**src/rtl/trap_controller_if.sv**
```systemverilog
// -----------------------------------------------------------------------------
// trap_if
// Bundle of everything the trap controller exchanges with the pipeline, the
// CSR file and the fetch unit. Clock and reset are kept outside the bundle.
//
//   master modport : the pipeline/CSR side, which drives the exception, interrupt,
//                    CSR and flush-ack inputs and observes the trap results
//   slave modport  : the trap controller itself
//
// Inputs to the controller:
//   exc_valid_i / exc_cause_i / exc_pc_i / exc_tval_i  per-source exceptions
//                                                      (index NUM_SRC-1 = oldest)
//   irq_pending_i / irq_enable_i / mstatus_mie_i       mip, mie, mstatus.MIE
//   irq_pc_i       mepc to use when an interrupt is taken
//   mtvec_i        trap vector base and mode
//   flush_ack_i    pipeline has drained
// Outputs from the controller:
//   busy_o, flush_req_o, redirect_valid_o,
//   trap_vector_o, mcause_o, mepc_o, mtval_o
// -----------------------------------------------------------------------------
interface trap_if #(
    parameter int XLEN    = 32,
    parameter int NUM_SRC = 4,
    parameter int NUM_IRQ = 16
);
    logic [NUM_SRC-1:0]           exc_valid_i;
    logic [NUM_SRC-1:0][4:0]      exc_cause_i;
    logic [NUM_SRC-1:0][XLEN-1:0] exc_pc_i;
    logic [NUM_SRC-1:0][XLEN-1:0] exc_tval_i;
    logic [NUM_IRQ-1:0]           irq_pending_i;
    logic [NUM_IRQ-1:0]           irq_enable_i;
    logic                         mstatus_mie_i;
    logic [XLEN-1:0]              irq_pc_i;
    logic [XLEN-1:0]              mtvec_i;
    logic                         flush_ack_i;

    logic                         busy_o;
    logic                         flush_req_o;
    logic                         redirect_valid_o;
    logic [XLEN-1:0]              trap_vector_o;
    logic [XLEN-1:0]              mcause_o;
    logic [XLEN-1:0]              mepc_o;
    logic [XLEN-1:0]              mtval_o;

    modport master (
        output exc_valid_i, exc_cause_i, exc_pc_i, exc_tval_i,
        output irq_pending_i, irq_enable_i, mstatus_mie_i, irq_pc_i,
        output mtvec_i, flush_ack_i,
        input  busy_o, flush_req_o, redirect_valid_o,
        input  trap_vector_o, mcause_o, mepc_o, mtval_o
    );

    modport slave (
        input  exc_valid_i, exc_cause_i, exc_pc_i, exc_tval_i,
        input  irq_pending_i, irq_enable_i, mstatus_mie_i, irq_pc_i,
        input  mtvec_i, flush_ack_i,
        output busy_o, flush_req_o, redirect_valid_o,
        output trap_vector_o, mcause_o, mepc_o, mtval_o
    );
endinterface

```
**src/rtl/trap_controller.sv**
```systemverilog
// -----------------------------------------------------------------------------
// trap_controller
// Sequential trap controller for the RV32IM core. It arbitrates the pipeline
// exception sources and the machine interrupt lines, then captures the winning
// trap. Next it holds a flush request until the pipeline acknowledges, and
// finally issues a one-cycle redirect. That redirect carries the trap vector
// and the mcause/mepc/mtval values for the CSR file.
//
// Ports:
//   clk_i  rising-edge clock
//   rst_i  asynchronous active-high reset
//   bus    trap_if.slave (see trap_controller_if.sv for the signal list)
//
// Every output comes from a register or from the state register, so there is
// no combinational path from the inputs to the outputs.
// -----------------------------------------------------------------------------
module trap_controller #(
    parameter int XLEN    = 32,
    parameter int NUM_SRC = 4,
    parameter int NUM_IRQ = 16
) (
    input  logic  clk_i,
    input  logic  rst_i,
    trap_if.slave bus
);
    typedef enum logic [1:0] {
        ST_IDLE     = 2'd0,
        ST_FLUSH    = 2'd1,
        ST_REDIRECT = 2'd2
    } state_t;

    state_t          state_q, state_d;
    logic [4:0]      cause_q, cause_d;
    logic            intr_q, intr_d;
    logic [XLEN-1:0] epc_q, epc_d;
    logic [XLEN-1:0] tval_q, tval_d;
    logic [XLEN-1:0] vector_q, vector_d;

    logic            busy, flush_req, redirect_valid;

    // An interrupt line counts only when it is pending, enabled and globally
    // unmasked.
    logic [NUM_IRQ-1:0] irq_active;
    genvar gi;
    generate
        for (gi = 0; gi < NUM_IRQ; gi++) begin : g_irq_active
            assign irq_active[gi] = bus.irq_pending_i[gi] & bus.irq_enable_i[gi]
                                  & bus.mstatus_mie_i;
        end
    endgenerate

    // Arbitration. The ascending loops let the highest index win. The
    // exception loop runs after the interrupt loop, so any valid exception
    // overrides an interrupt.
    logic            sel_valid, sel_intr;
    logic [4:0]      sel_cause;
    logic [XLEN-1:0] sel_pc, sel_tval, sel_vector, mtvec_base;

    always_comb begin
        sel_valid = 1'b0;
        sel_intr  = 1'b0;
        sel_cause = '0;
        sel_pc    = '0;
        sel_tval  = '0;
        for (int i = 0; i < NUM_IRQ; i++) begin
            if (irq_active[i]) begin
                sel_valid = 1'b1;
                sel_intr  = 1'b1;
                sel_cause = 5'(i);
                sel_pc    = bus.irq_pc_i;
                sel_tval  = '0;
            end
        end
        for (int s = 0; s < NUM_SRC; s++) begin
            if (bus.exc_valid_i[s]) begin
                sel_valid = 1'b1;
                sel_intr  = 1'b0;
                sel_cause = bus.exc_cause_i[s];
                sel_pc    = bus.exc_pc_i[s];
                sel_tval  = bus.exc_tval_i[s];
            end
        end
    end

    // Only mode 01 combined with an interrupt offsets the base. The reserved
    // modes fall back to direct. The sum wraps naturally at XLEN bits.
    assign mtvec_base = {bus.mtvec_i[XLEN-1:2], 2'b00};
    assign sel_vector = (sel_intr && (bus.mtvec_i[1:0] == 2'b01))
                      ? mtvec_base + {{(XLEN-7){1'b0}}, sel_cause, 2'b00}
                      : mtvec_base;

    // Next state, capture and state-decoded outputs.
    always_comb begin
        state_d        = state_q;
        cause_d        = cause_q;
        intr_d         = intr_q;
        epc_d          = epc_q;
        tval_d         = tval_q;
        vector_d       = vector_q;
        busy           = (state_q != ST_IDLE);
        flush_req      = (state_q == ST_FLUSH);
        redirect_valid = (state_q == ST_REDIRECT);

        case (state_q)
            ST_IDLE: begin
                if (sel_valid) begin
                    cause_d  = sel_cause;
                    intr_d   = sel_intr;
                    epc_d    = sel_pc & ~{{(XLEN-2){1'b0}}, 2'b11};
                    tval_d   = sel_tval;
                    vector_d = sel_vector;
                    state_d  = ST_FLUSH;
                end
            end
            ST_FLUSH: begin
                if (bus.flush_ack_i) begin
                    state_d = ST_REDIRECT;
                end
            end
            ST_REDIRECT: begin
                state_d = ST_IDLE;
            end
            default: begin
                state_d = ST_IDLE;
            end
        endcase
    end

    always_ff @(posedge clk_i or posedge rst_i) begin
        if (rst_i) begin
            state_q  <= ST_IDLE;
            cause_q  <= '0;
            intr_q   <= 1'b0;
            epc_q    <= '0;
            tval_q   <= '0;
            vector_q <= '0;
        end else begin
            state_q  <= state_d;
            cause_q  <= cause_d;
            intr_q   <= intr_d;
            epc_q    <= epc_d;
            tval_q   <= tval_d;
            vector_q <= vector_d;
        end
    end

    assign bus.busy_o           = busy;
    assign bus.flush_req_o      = flush_req;
    assign bus.redirect_valid_o = redirect_valid;
    assign bus.trap_vector_o    = vector_q;
    assign bus.mcause_o         = {intr_q, {(XLEN-6){1'b0}}, cause_q};
    assign bus.mepc_o           = epc_q;
    assign bus.mtval_o          = tval_q;
endmodule

```
**src/flat_wrapper.sv**
```systemverilog
// flat-port wrapper written by rule: the top's interface ports become plain ports
module trap_controller_flat 
#(
    parameter int XLEN    = 32,
    parameter int NUM_SRC = 4,
    parameter int NUM_IRQ = 16
)
  (clk_i, rst_i, bus_exc_valid_i, bus_exc_cause_i, bus_exc_pc_i, bus_exc_tval_i, bus_irq_pending_i, bus_irq_enable_i, bus_mstatus_mie_i, bus_irq_pc_i, bus_mtvec_i, bus_flush_ack_i, bus_busy_o, bus_flush_req_o, bus_redirect_valid_o, bus_trap_vector_o, bus_mcause_o, bus_mepc_o, bus_mtval_o);
  trap_if #(.XLEN(XLEN), .NUM_SRC(NUM_SRC), .NUM_IRQ(NUM_IRQ)) bus_i ();
  input  logic clk_i;
  input  logic rst_i;
  input wire logic [$bits(bus_i.exc_valid_i)-1:0] bus_exc_valid_i;
  input wire logic [$bits(bus_i.exc_cause_i)-1:0] bus_exc_cause_i;
  input wire logic [$bits(bus_i.exc_pc_i)-1:0] bus_exc_pc_i;
  input wire logic [$bits(bus_i.exc_tval_i)-1:0] bus_exc_tval_i;
  input wire logic [$bits(bus_i.irq_pending_i)-1:0] bus_irq_pending_i;
  input wire logic [$bits(bus_i.irq_enable_i)-1:0] bus_irq_enable_i;
  input wire logic [$bits(bus_i.mstatus_mie_i)-1:0] bus_mstatus_mie_i;
  input wire logic [$bits(bus_i.irq_pc_i)-1:0] bus_irq_pc_i;
  input wire logic [$bits(bus_i.mtvec_i)-1:0] bus_mtvec_i;
  input wire logic [$bits(bus_i.flush_ack_i)-1:0] bus_flush_ack_i;
  output wire logic [$bits(bus_i.busy_o)-1:0] bus_busy_o;
  output wire logic [$bits(bus_i.flush_req_o)-1:0] bus_flush_req_o;
  output wire logic [$bits(bus_i.redirect_valid_o)-1:0] bus_redirect_valid_o;
  output wire logic [$bits(bus_i.trap_vector_o)-1:0] bus_trap_vector_o;
  output wire logic [$bits(bus_i.mcause_o)-1:0] bus_mcause_o;
  output wire logic [$bits(bus_i.mepc_o)-1:0] bus_mepc_o;
  output wire logic [$bits(bus_i.mtval_o)-1:0] bus_mtval_o;
  assign bus_i.exc_valid_i = bus_exc_valid_i;
  assign bus_i.exc_cause_i = bus_exc_cause_i;
  assign bus_i.exc_pc_i = bus_exc_pc_i;
  assign bus_i.exc_tval_i = bus_exc_tval_i;
  assign bus_i.irq_pending_i = bus_irq_pending_i;
  assign bus_i.irq_enable_i = bus_irq_enable_i;
  assign bus_i.mstatus_mie_i = bus_mstatus_mie_i;
  assign bus_i.irq_pc_i = bus_irq_pc_i;
  assign bus_i.mtvec_i = bus_mtvec_i;
  assign bus_i.flush_ack_i = bus_flush_ack_i;
  assign bus_busy_o = bus_i.busy_o;
  assign bus_flush_req_o = bus_i.flush_req_o;
  assign bus_redirect_valid_o = bus_i.redirect_valid_o;
  assign bus_trap_vector_o = bus_i.trap_vector_o;
  assign bus_mcause_o = bus_i.mcause_o;
  assign bus_mepc_o = bus_i.mepc_o;
  assign bus_mtval_o = bus_i.mtval_o;
  trap_controller #(.XLEN(XLEN), .NUM_SRC(NUM_SRC), .NUM_IRQ(NUM_IRQ)) u_core (.clk_i(clk_i), .rst_i(rst_i), .bus(bus_i));
endmodule
```
**config.mk**
```make
export PLATFORM = sky130hd
export DESIGN_NAME = trap_controller_flat
export DESIGN_NICKNAME = d
export VERILOG_FILES = /design/src/rtl/trap_controller_if.sv /design/src/rtl/trap_controller.sv /design/src/flat_wrapper.sv
export SDC_FILE = /design/constraint.sdc
export NUM_CORES = 1
export LEC_CHECK = 0
export BUFFER_PORTS_ARGS = -buffer_cell sky130_fd_sc_hd__buf_4
export CAP_MARGIN = 20
export CORE_AREA = 8 8 190 192
export DETAILED_ROUTE_END_ITERATION = 10
export DIE_AREA = 0 0 198 200
export SETUP_SLACK_MARGIN = 0.02
export SYNTH_ARGS = -nofsm -noshare
export SYNTH_HDL_FRONTEND = slang
export SYNTH_SLANG_ARGS = --single-unit
export TNS_END_PERCENT = 30
```
**constraint.sdc**
```tcl
create_clock -name clk_i -period 6.3 [get_ports clk_i]
set_clock_uncertainty 0.1 [all_clocks]
set_input_delay 0.63 -clock clk_i [delete_from_list [all_inputs] [get_ports clk_i]]
set_output_delay 0.63 -clock clk_i [all_outputs]
set_load 0.03 [all_outputs]
```
==> results.md, run 1 <==
- Post-CTS Setup Bufs: 0
- Max Transition Viols Final: 0
- Drc violations: 0
- WHS: 0.214 ns
- Clock transition at path regs: 0.08 ns
- Post-synthesis sequential area ratio: 0.377
- Row count: 67
- # clock sinks: 100
- Resized Gates After CTS: 0
- Final setup viols: 0
- Synthesized instance count: 839
- Routed WL: 35100 um
- Routed Antenna Nets: 0
- Die area: 39600 um^2
- CTS tree: built
- Ys Warns: 0
- Setup crit start: bus_exc_valid_i[1]
- Total CTS buffers: 9
- Area grow syn2layout: 62.1%
- Crit Path Class: in2reg
- Status: finished clean
- Ys flop type: dfrtp_1
- Area of the core: 33100 um^2
- Most frequent cell after synthesis: nand2_1
- Worst Max-Slew Pin Slew: 0.926 ns
- Hpwl dp: 28400 um
- Synth area leader: dfrtp_1
- Synth top area share: 0.377
- Initial antenna violation count: 3
- Mapped Area: 6640 um^2
- Arr. time, crit path: 4.64 ns
- Remaining global-route overflow: 0
- Peak supply drop: 0.000162 V
- Syn_area_per_cell: 7.92 um^2
- First-pass GRT wire length: 50400 um
- Die width: 198 um
- Max Cap Viol: 0
- Mean routed wirelength per cell: 20.4 um
- Vias: 8096
- Reg-to-Reg Start: u_core.state_q[0]
- Unrepaired setup endpoints after global routing: false
- Leak pwr: 5.04 nW
- Initial Util: 0.201
- Setup TNS: 0 ns
- Vias/cell: 4.71
- CP Capture Type: register
- First-pass DRT Iterations: 6
- Yosys cell types: 57
- Tmin final: 4.47 ns
- Iteration-0 DRC count of the detailed router: 464
- Worst skew pair latency: 0.35 ns
- Number of global-route vias before repair: 8382
- Chip Height: 200 um
- Worst hold-check path type: in2async
- Crit-path max FO: 41
- Fin. Hold Viols: 0
- #FFs+latches synth: 100
- Port Buffers: 470
- H-tree lvl count: 3
- Share of post-route cells with drive strength above 1: 0.411
- Hold-fix buffers, CTS: 0
- Critical Path RT: 6.48 ns
- Net count, final: 1651
- CTS Root Cell: clkbuf_16
- IO Count: 511
- Area contributors post-synth: dfrtp_1 38%, o21ai_0 10%, nand2_1 7.9%
- Async SR Flop Fraction: 1.00
- Max Fclk: 224 MHz
- Pwr Density: 366 nW/um^2
- Post-synth top cells: 140 x nand2_1, 133 x o21ai_0, 100 x dfrtp_1, 72 x a21oi_1, 55 x clkbuf_1
- Tcrit/Tclk final: 0.709
- CP Launch Type: input pin
- Gpl congestion: 0.894
- Slew margin rel.: 0.380
- Clock Tree Buf Depth: 2
- Largest net degree at the start of global routing: 73
- All-layer global routing usage: 0.166
- Number of synthesized flops with an enable pin: 0
per-stage QoR:
stage	setup slack, ns	utilization	cell area [um^2]	total power (W)	instances
CTS	1.89	0.325	10800	0.00402	1718
detailed placement	1.50	0.317	10500	0.00344	1702
global placement	1.61	0.316	10500	0.00340	1701
global route	1.67	0.325	10800	0.00422	1718
finish	1.83	0.325	10800	0.00394	1719
floorplan	2.81	-	6750	0.00242	868
final timing paths:
check                           cells after the start  slack (ns)                      endpoint
worst max-delay path                               15        1.83  u_core.bus.trap_vector_o[28]
worst min-delay path                                2        0.21         u_core.bus.mtval_o[5]
worst max register to register                      4        4.21         u_core.bus.mtval_o[0]
worst min register to register                      2        0.38  u_core.bus.trap_vector_o[29]
max in group asynchronous                           3        4.58          u_core.bus.mepc_o[4]
min in group clk_i                                  2        0.36             u_core.state_q[0]
cells in the final DEF (no fill, tap or decap), types with 4 or more instances in the layout:
| cell type | n |
|---|---|
| conb_1 | 30 |
| nor2_1 | 47 |
| nand4_1 | 10 |
| nand2_1 | 140 |
| a221oi_1 | 32 |
| mux2i_1 | 4 |
| o21ai_0 | 133 |
| a21oi_1 | 71 |
| buf_4 | 482 |
| o22ai_1 | 4 |
| a22oi_1 | 6 |
| nand3_1 | 11 |
| xor2_1 | 15 |
| inv_1 | 10 |
| clkbuf_16 | 9 |
| mux2_2 | 5 |
| or3_1 | 4 |
| ha_1 | 5 |
| xnor2_1 | 8 |
| a222oi_1 | 30 |
| nor3_1 | 38 |
| dfrtp_1 | 100 |
| and3_1 | 7 |
final cells by class:
| cell class | instances | area, um^2 |
|---|---|---|
| diodes | 1 | 2.50 |
| clock buffers | 9 | 225 |
| clock inverters | 7 | 57.6 |
| fillers | 3575 | 22300 |
| inverters | 11 | 43.8 |
| multi-input cells | 660 | 3740 |
| flip-flops and latches | 100 | 2500 |
| well taps | 448 | 561 |
| repair buffers | 483 | 3630 |
power by group:
group          internal [W]  total, W  leakage, nW  switching (W)
Sequential         0.000959   0.00113         1.22       0.000171
Clock              0.000275  0.000568        0.134       0.000293
Combinational      0.000812   0.00224         3.68        0.00143
layer usage:
metal / vias to the layer above / GRT usage / wire length, um
met5: - / 0 / 39
met4: 6 / 0.0412 / 591
met3: 38 / 0.0536 / 3120
met2: 381 / 0.283 / 17100
met1: 3799 / 0.200 / 14200
li1: 3872 / - / -
flip-flops by register name (all words and copies together) (netlist names):
register                  flops
u_core.state_q                2
u_core.bus.mtval_o           32
u_core.cause_q                5
u_core.bus.mepc_o            30
u_core.intr_q                 1
u_core.bus.trap_vector_o     30
cell families after synthesis:
group           after synthesis  share of synthesized area
flops                       100                      0.377
compound gates              309                      0.294
fa+ha+maj                     6                     0.0124
mux                           9                     0.0145
xor+xnor                     23                     0.0303
simple gates                283                      0.191
other cells                   1                   0.000565
buf+inv                     108                     0.0810
critical path: stages:
cell	delay [ns]
buf_4	0.41
nor3b_2	0.10
buf_4	0.26
nor2b_1	0.19
or3_1	0.30
o21ai_0	0.44
ha_1	0.29
inv_1	0.07
fa_1	0.43
nor2b_1	0.18
o31a_1	0.20
o21ai_0	0.10
or3_1	0.50
or3_1	0.37
a31oi_1	0.16
(Power assumes the default switching activity.)
==> run 2: changes to the inputs <==
--- a/config.mk
+++ b/config.mk
@@ -7,9 +7,9 @@
 export LEC_CHECK = 0
 export BUFFER_PORTS_ARGS = -buffer_cell sky130_fd_sc_hd__buf_4
 export CAP_MARGIN = 20
-export CORE_AREA = 8 8 190 192
+export CORE_AREA = 8 8 195 197
 export DETAILED_ROUTE_END_ITERATION = 10
-export DIE_AREA = 0 0 198 200
+export DIE_AREA = 0 0 203 205
 export SETUP_SLACK_MARGIN = 0.02
 export SYNTH_ARGS = -nofsm -noshare
 export SYNTH_HDL_FRONTEND = slang
==> constraint.sdc (replaced) <==
create_clock -name clk_i -period 4.01 [get_ports clk_i]
set_clock_uncertainty 0.1 [all_clocks]
set_input_delay 0.401 -clock clk_i [delete_from_list [all_inputs] [get_ports clk_i]]
set_output_delay 0.401 -clock clk_i [all_outputs]
set_load 0.03 [all_outputs]
==> results.md, run 2 (synthesis gave the netlist of run 1 again) <==
- Hpwl dp: 27800 um (-2.0%)
- Crit-path max cell delay: 0.48 ns (-0.02 ns)
- CTS Root Cell: clkbuf_16
- Worst skew pair latency: 0.37 ns (+0.02 ns)
- # fillers: 3733 (+4.4%)
- Final setup viols: 0 (unchanged)
- Clock transition at path regs: 0.08 ns (about the same)
- Max Cap Viol: 0 (unchanged)
- Mean routed wirelength per cell: 19.7 um (-3.7%)
- H-tree lvl count: 3 (unchanged)
- Vias: 8123 (+0.33%)
- Area grow syn2layout: 64.3%
- Leading cell types in the layout, fill and taps excluded: 494 x buf_4, 140 x nand2_1, 133 x o21ai_0
- Tmin final: 3.74 ns
- Max Fclk: 267 MHz
- Row count: 69 (+3.0%)
- Initial Util: 0.190 (-0.0106)
- Arr. time, crit path: 3.92 ns (-0.72 ns)
- CP Launch Type: input pin
- Status: finished clean
- Finished Layout Cells: 1745 (+1.5%)
- Fin. Hold Viols: 0 (unchanged)
- Leak pwr: 5.12 nW (+1.6%)
- Number of global-route vias before repair: 8493 (+1.3%)
- Total CTS buffers: 9 (unchanged)
- All-layer global routing usage: 0.156 (-0.00983)
- Die area: 41600 um^2 (+5.1%)
- Worst Max-Slew Pin Slew: 0.669 ns (-0.258 ns)
- Peak supply drop: 0.000344 V (+110%)
- Design Power: 0.00622 W (+58%)
- Resized Gates After CTS: 0 (unchanged)
- Clock Tree Buf Depth: 2 (unchanged)
- Critical Path RT: 4.19 ns (-2.29 ns)
- CP Cell Sequence: buf_4 > nand2b_1 > o22ai_1 > nor3_1 > a32oi_1 > o21ai_0 > ha_1 > inv_1 > fa_1 > nor2b_1 > o31a_1 > o21ai_0 > or3_1 > or3_1 > a31oi_1
- WHS: 0.118 ns (-0.0963 ns)
- Routed Antenna Nets: 0 (unchanged)
- Antenna Cells: 0 (-1)
- Routed WL: 34300 um (-2.3%)
- CTS tree: built
- # clock sinks: 100 (unchanged)
- Max Transition Viols Final: 0 (unchanged)
- Slew margin rel.: 0.554 (+0.175)
- Unrepaired setup endpoints after global routing: false
- Delay-heaviest family, CP: simple AND/OR/NAND/NOR gates
- Initial antenna violation count: 5 (+2)
- Chip Height: 205 um (+2.5%)
- First-pass GRT wire length: 50000 um (-0.86%)
- Crit Path Class: in2reg
- Net count, final: 1666 (+0.91%)
- Area of the core: 35000 um^2 (+5.6%)
- Gpl congestion: 0.826 (-7.6%)
- Pwr Density: 570 nW/um^2 (+56%)
- First-pass DRT Iterations: 8 (+2)
- Remaining global-route overflow: 0 (unchanged)
- Iteration-0 DRC count of the detailed router: 512 (+10%)
- Tcrit/Tclk final: 0.932
- Share of post-route cells with drive strength above 1: 0.416 (+0.00486)
- Port Buffers: 470 (unchanged)
- CP Capture Type: register
- Crit-path max FO: 9 (-78%)
- Most common cell after layout, fill and taps aside: buf_4
- Max reg flops: 32 (unchanged)
- Placed cells: 1729 (+1.6%)
- Drc violations: 0 (unchanged)
- Worst hold-check path type: in2reg
- Buf/Inv on CP: 2 (-1)
- Largest net degree at the start of global routing: 61 (-16%)
- Die width: 203 um (+2.5%)
- Vias/cell: 4.66 (-1.2%)
- Critical path's slowest cell: or3_1
- IO Count: 511 (unchanged)
## run 2: final cells by class
cell class                      count  area (um^2)  area share
Clock buffer                       11          243      0.0222
Inverter                           11         43.8     0.00401
Multi-Input combinational cell    660         3740       0.343
Timing Repair Buffer              498         3780       0.346
Tap cell                          461          577      0.0529
Clock inverter                      4         26.3     0.00241
Sequential cell                   100         2500       0.229
## run 2: path summary, 6_finish.rpt
| check | endpoint | slack [ns] | depth (start not counted) | startpoint |
|---|---|---|---|---|
| min in group asynchronous | u_core.bus.mtval_o[1] | 0.50 | 3 | rst_i |
| hold reg to reg | u_core.bus.mtval_o[0] | 0.38 | 2 | u_core.bus.mtval_o[0] |
| setup / recovery | u_core.bus.trap_vector_o[28] | 0.27 | 15 | bus_exc_valid_i[2] |
| max in group asynchronous | u_core.bus.mtval_o[30] | 2.38 | 4 | rst_i |
| setup reg to reg | u_core.bus.mepc_o[28] | 2.14 | 5 | u_core.state_q[0] |
| hold / removal | u_core.state_q[0] | 0.12 | 2 | bus_flush_ack_i |
## run 2: timing repair
action                    in CTS  in global routing
hold buffers                   1                  0
hold endpoints to repair      29                  0
buffers inserted               0                  0
## run 2: per-layer routing
metal	share of wire	GRT usage	wire length [um]	up-vias
li1	-	-	-	3906
met1	0.40	0.177	13600	3763
met2	0.48	0.265	16500	401
met3	0.10	0.0636	3430	43
met4	0.019	0.0464	646	10
met5	0.0020	0	69	-
## run 2: power breakdown
part | internal, W | switching, W | leakage [nW]
combinational | 0.00133 | 0.00223 | 3.77
clock | 0.000435 | 0.000426 | 0.131
sequential | 0.00151 | 0.000280 | 1.22
total | 0.00328 | 0.00294 | 5.12
## run 2: through the flow
| step | util | instance area, um^2 | TNS [ns] | worst slack [ns] |
|---|---|---|---|---|
| 5_1_grt | 0.312 | 10900 | 0 | 0.0786 |
| 3_5_place_dp | 0.304 | 10600 | -0.172 | -0.0963 |
| 2_1_floorplan | - | 6750 | 0 | 0.749 |
| 6_report | 0.312 | 10900 | 0 | 0.271 |
| 3_3_place_gp | 0.304 | 10600 | -0.0230 | -0.0230 |
| 4_1_cts | 0.312 | 10900 | 0 | 0.286 |
==> run 3: changes to the inputs <==
--- a/config.mk
+++ b/config.mk
@@ -7,9 +7,9 @@
 export LEC_CHECK = 0
 export BUFFER_PORTS_ARGS = -buffer_cell sky130_fd_sc_hd__buf_4
 export CAP_MARGIN = 20
-export CORE_AREA = 8 8 195 197
+export CORE_AREA = 8 8 191 193
 export DETAILED_ROUTE_END_ITERATION = 10
-export DIE_AREA = 0 0 203 205
+export DIE_AREA = 0 0 199 201
 export SETUP_SLACK_MARGIN = 0.02
 export SYNTH_ARGS = -nofsm -noshare
 export SYNTH_HDL_FRONTEND = slang
==> constraint.sdc (replaced) <==
create_clock -name clk_i -period 4.05 [get_ports clk_i]
set_clock_uncertainty 0.1 [all_clocks]
set_input_delay 0.405 -clock clk_i [delete_from_list [all_inputs] [get_ports clk_i]]
set_output_delay 0.405 -clock clk_i [all_outputs]
set_load 0.03 [all_outputs]
==> results.md, run 3 (synthesis gave the netlist of run 1 again) <==
- Status: finished clean
- Critical path's slowest cell: or3_1
- Worst hold-check path type: in2reg
- IO Count: 511 (unchanged)
- Max Fclk: 279 MHz
- Remaining global-route overflow: 0 (unchanged)
- CP Cell Sequence: buf_4 > nor3b_2 > nor2b_1 > or3_1 > o21ai_0 > ha_1 > inv_1 > fa_1 > nor2b_1 > o31a_1 > o21ai_0 > or3_1 > or3_1 > a31oi_1
- Crit-path max FO: 9 (unchanged)
- Design Power: 0.00623 W (+0.17%)
- Port Buffers: 470 (unchanged)
- Mean routed wirelength per cell: 20.0 um (+1.7%)
- CTS tree: built
- Pwr Density: 573 nW/um^2 (+0.52%)
- Register Area: 2500 um^2 (unchanged)
- P_sw: 0.00295 W (+0.31%)
- Area grow syn2layout: 63.7%
- Arr. time, crit path: 3.77 ns (-0.15 ns)
- # fillers: 3591 (-3.8%)
- Leak pwr: 5.10 nW (-0.38%)
- Post-CTS Setup Bufs: 0 (unchanged)
- Net count, final: 1661 (-0.30%)
- Chip Height: 201 um (-2.0%)
- Unrepaired setup endpoints after global routing: false
- Reg power frac: 0.284 (-0.004)
- Clock transition at path regs: 0.08 ns (about the same)
- Internal Power: 0.00328 W (about the same)
- Final Core Density: 0.327 (+0.0147)
- Total CTS buffers: 9 (unchanged)
- Crit Path Class: in2reg
- Fin. Hold Viols: 0 (unchanged)
- Vias: 8165 (+0.52%)
- Die width: 199 um (-2.0%)
- Switching share of total power: 0.473 (+0.000656)
- Leading cell types in the layout, fill and taps excluded: 491 x buf_4, 140 x nand2_1, 133 x o21ai_0
- Peak supply drop: 0.000276 V (-20%)
- Worst Max-Slew Pin Slew: 0.904 ns (+0.235 ns)
- Initial antenna violation count: 3 (-2)
- CTS Root Cell: clkbuf_16
- Multi-input logic area: 3740 um^2 (unchanged)
- Crit-path max cell delay: 0.49 ns (about the same)
- Slew margin rel.: 0.398 (-0.157)
- Combinational share of power: 0.566 (-0.008)
- Initial Util: 0.200 (+0.00961)
- Row count: 67 (-2.9%)
- Setup TNS: 0 ns (unchanged)
- CP Launch Type: input pin
- Share of post-route cells with drive strength above 1: 0.415 (-0.00104)
- All-layer global routing usage: 0.162 (+0.00573)
- CP Capture Type: register
- Final setup viols: 0 (unchanged)
- Placed cells: 1712 (-0.98%)
- H-tree lvl count: 3 (unchanged)
- Hpwl dp: 28400 um (+2.1%)
- Tmin final: 3.59 ns
- Clock Tree Buf Depth: 2 (unchanged)
- Max Transition Viols Final: 0 (unchanged)
- Area of the core: 33300 um^2 (-4.8%)
- Critical Path RT: 4.23 ns (+0.04 ns)
- Tcrit/Tclk final: 0.886
- Worst skew pair latency: 0.37 ns (about the same)
- Clock network power share: 0.150 (+0.012)
- Gpl congestion: 0.905 (+9.6%)
- Routed Antenna Nets: 0 (unchanged)
- Max reg flops: 32 (unchanged)
- First-pass GRT wire length: 50000 um (about the same)
- Crit path top cell by count: or3_1
- # clock sinks: 100 (unchanged)
- Largest net degree at the start of global routing: 81 (+33%)
- Die area: 40000 um^2 (-3.9%)
- Drc violations: 0 (unchanged)
- Vias/cell: 4.73 (+1.5%)
- Iteration-0 DRC count of the detailed router: 456 (-11%)
- Number of global-route vias before repair: 8420 (-0.86%)
- Hold-fix buffers, CTS: 0 (-1)
- Finished Layout Cells: 1728 (-0.97%)
- Routed WL: 34500 um (+0.67%)
- First-pass DRT Iterations: 9 (+1)
- Resized Gates After CTS: 0 (unchanged)
- Antenna Cells: 0 (unchanged)
- Max Cap Viol: 0 (unchanged)
- Most common cell after layout, fill and taps aside: buf_4
run 3: routing by layer:
layer | track usage | wire length, um
met1 | 0.185 | 13700
met2 | 0.279 | 16700
met3 | 0.0513 | 3270
met4 | 0.0548 | 913
met5 | 0 | 40
run 3: critical path: cells and delay by family:
family / cells / cell delay [ns]
compound gates: 4 / 0.84
fa+ha+maj: 2 / 0.71
simple gates: 6 / 1.61
buf+inv: 2 / 0.21
run 3: layout make-up:
| type | count | area share |
|---|---|---|
| multi-input cells | 660 | 0.344 |
| clock inverters | 6 | 0.00656 |
| flip-flops and latches | 100 | 0.230 |
| repair buffers | 493 | 0.343 |
| inverters | 11 | 0.00403 |
| well taps | 448 | 0.0515 |
| clock buffers | 10 | 0.0211 |
run 3: worst paths after layout:
path	cells past startpoint	to	slack, ns	start
setup / recovery	14	u_core.bus.trap_vector_o[28]	0.46	bus_exc_valid_i[0]
hold / removal	2	u_core.state_q[0]	0.13	bus_flush_ack_i
setup reg to reg	5	u_core.bus.mepc_o[24]	2.01	u_core.state_q[0]
hold reg to reg	2	u_core.bus.mtval_o[27]	0.38	u_core.bus.mtval_o[27]
max in group asynchronous	3	u_core.bus.mepc_o[30]	2.83	rst_i
min in group asynchronous	2	u_core.bus.mtval_o[20]	0.14	rst_i
run 3: power by group through the flow:
stage               clock [W]  combinational, W  sequential [W]
floorplan                   0           0.00108         0.00269
global placement            0           0.00357         0.00176
detailed placement          0           0.00358         0.00179
CTS                  0.000970           0.00359         0.00178
global route          0.00100           0.00381         0.00184
finish               0.000934           0.00352         0.00177
run 3: metrics by stage:
step                      setup WS (ns)  instance area (um^2)  hold WS, ns
final                             0.461                 10900        0.135
after floorplan                   0.785                  6750        0.361
after global routing              0.283                 10900        0.156
after detailed placement          0.122                 10600        0.371
after global placement            0.204                 10600        0.365
after CTS                         0.503                 10900        0.115
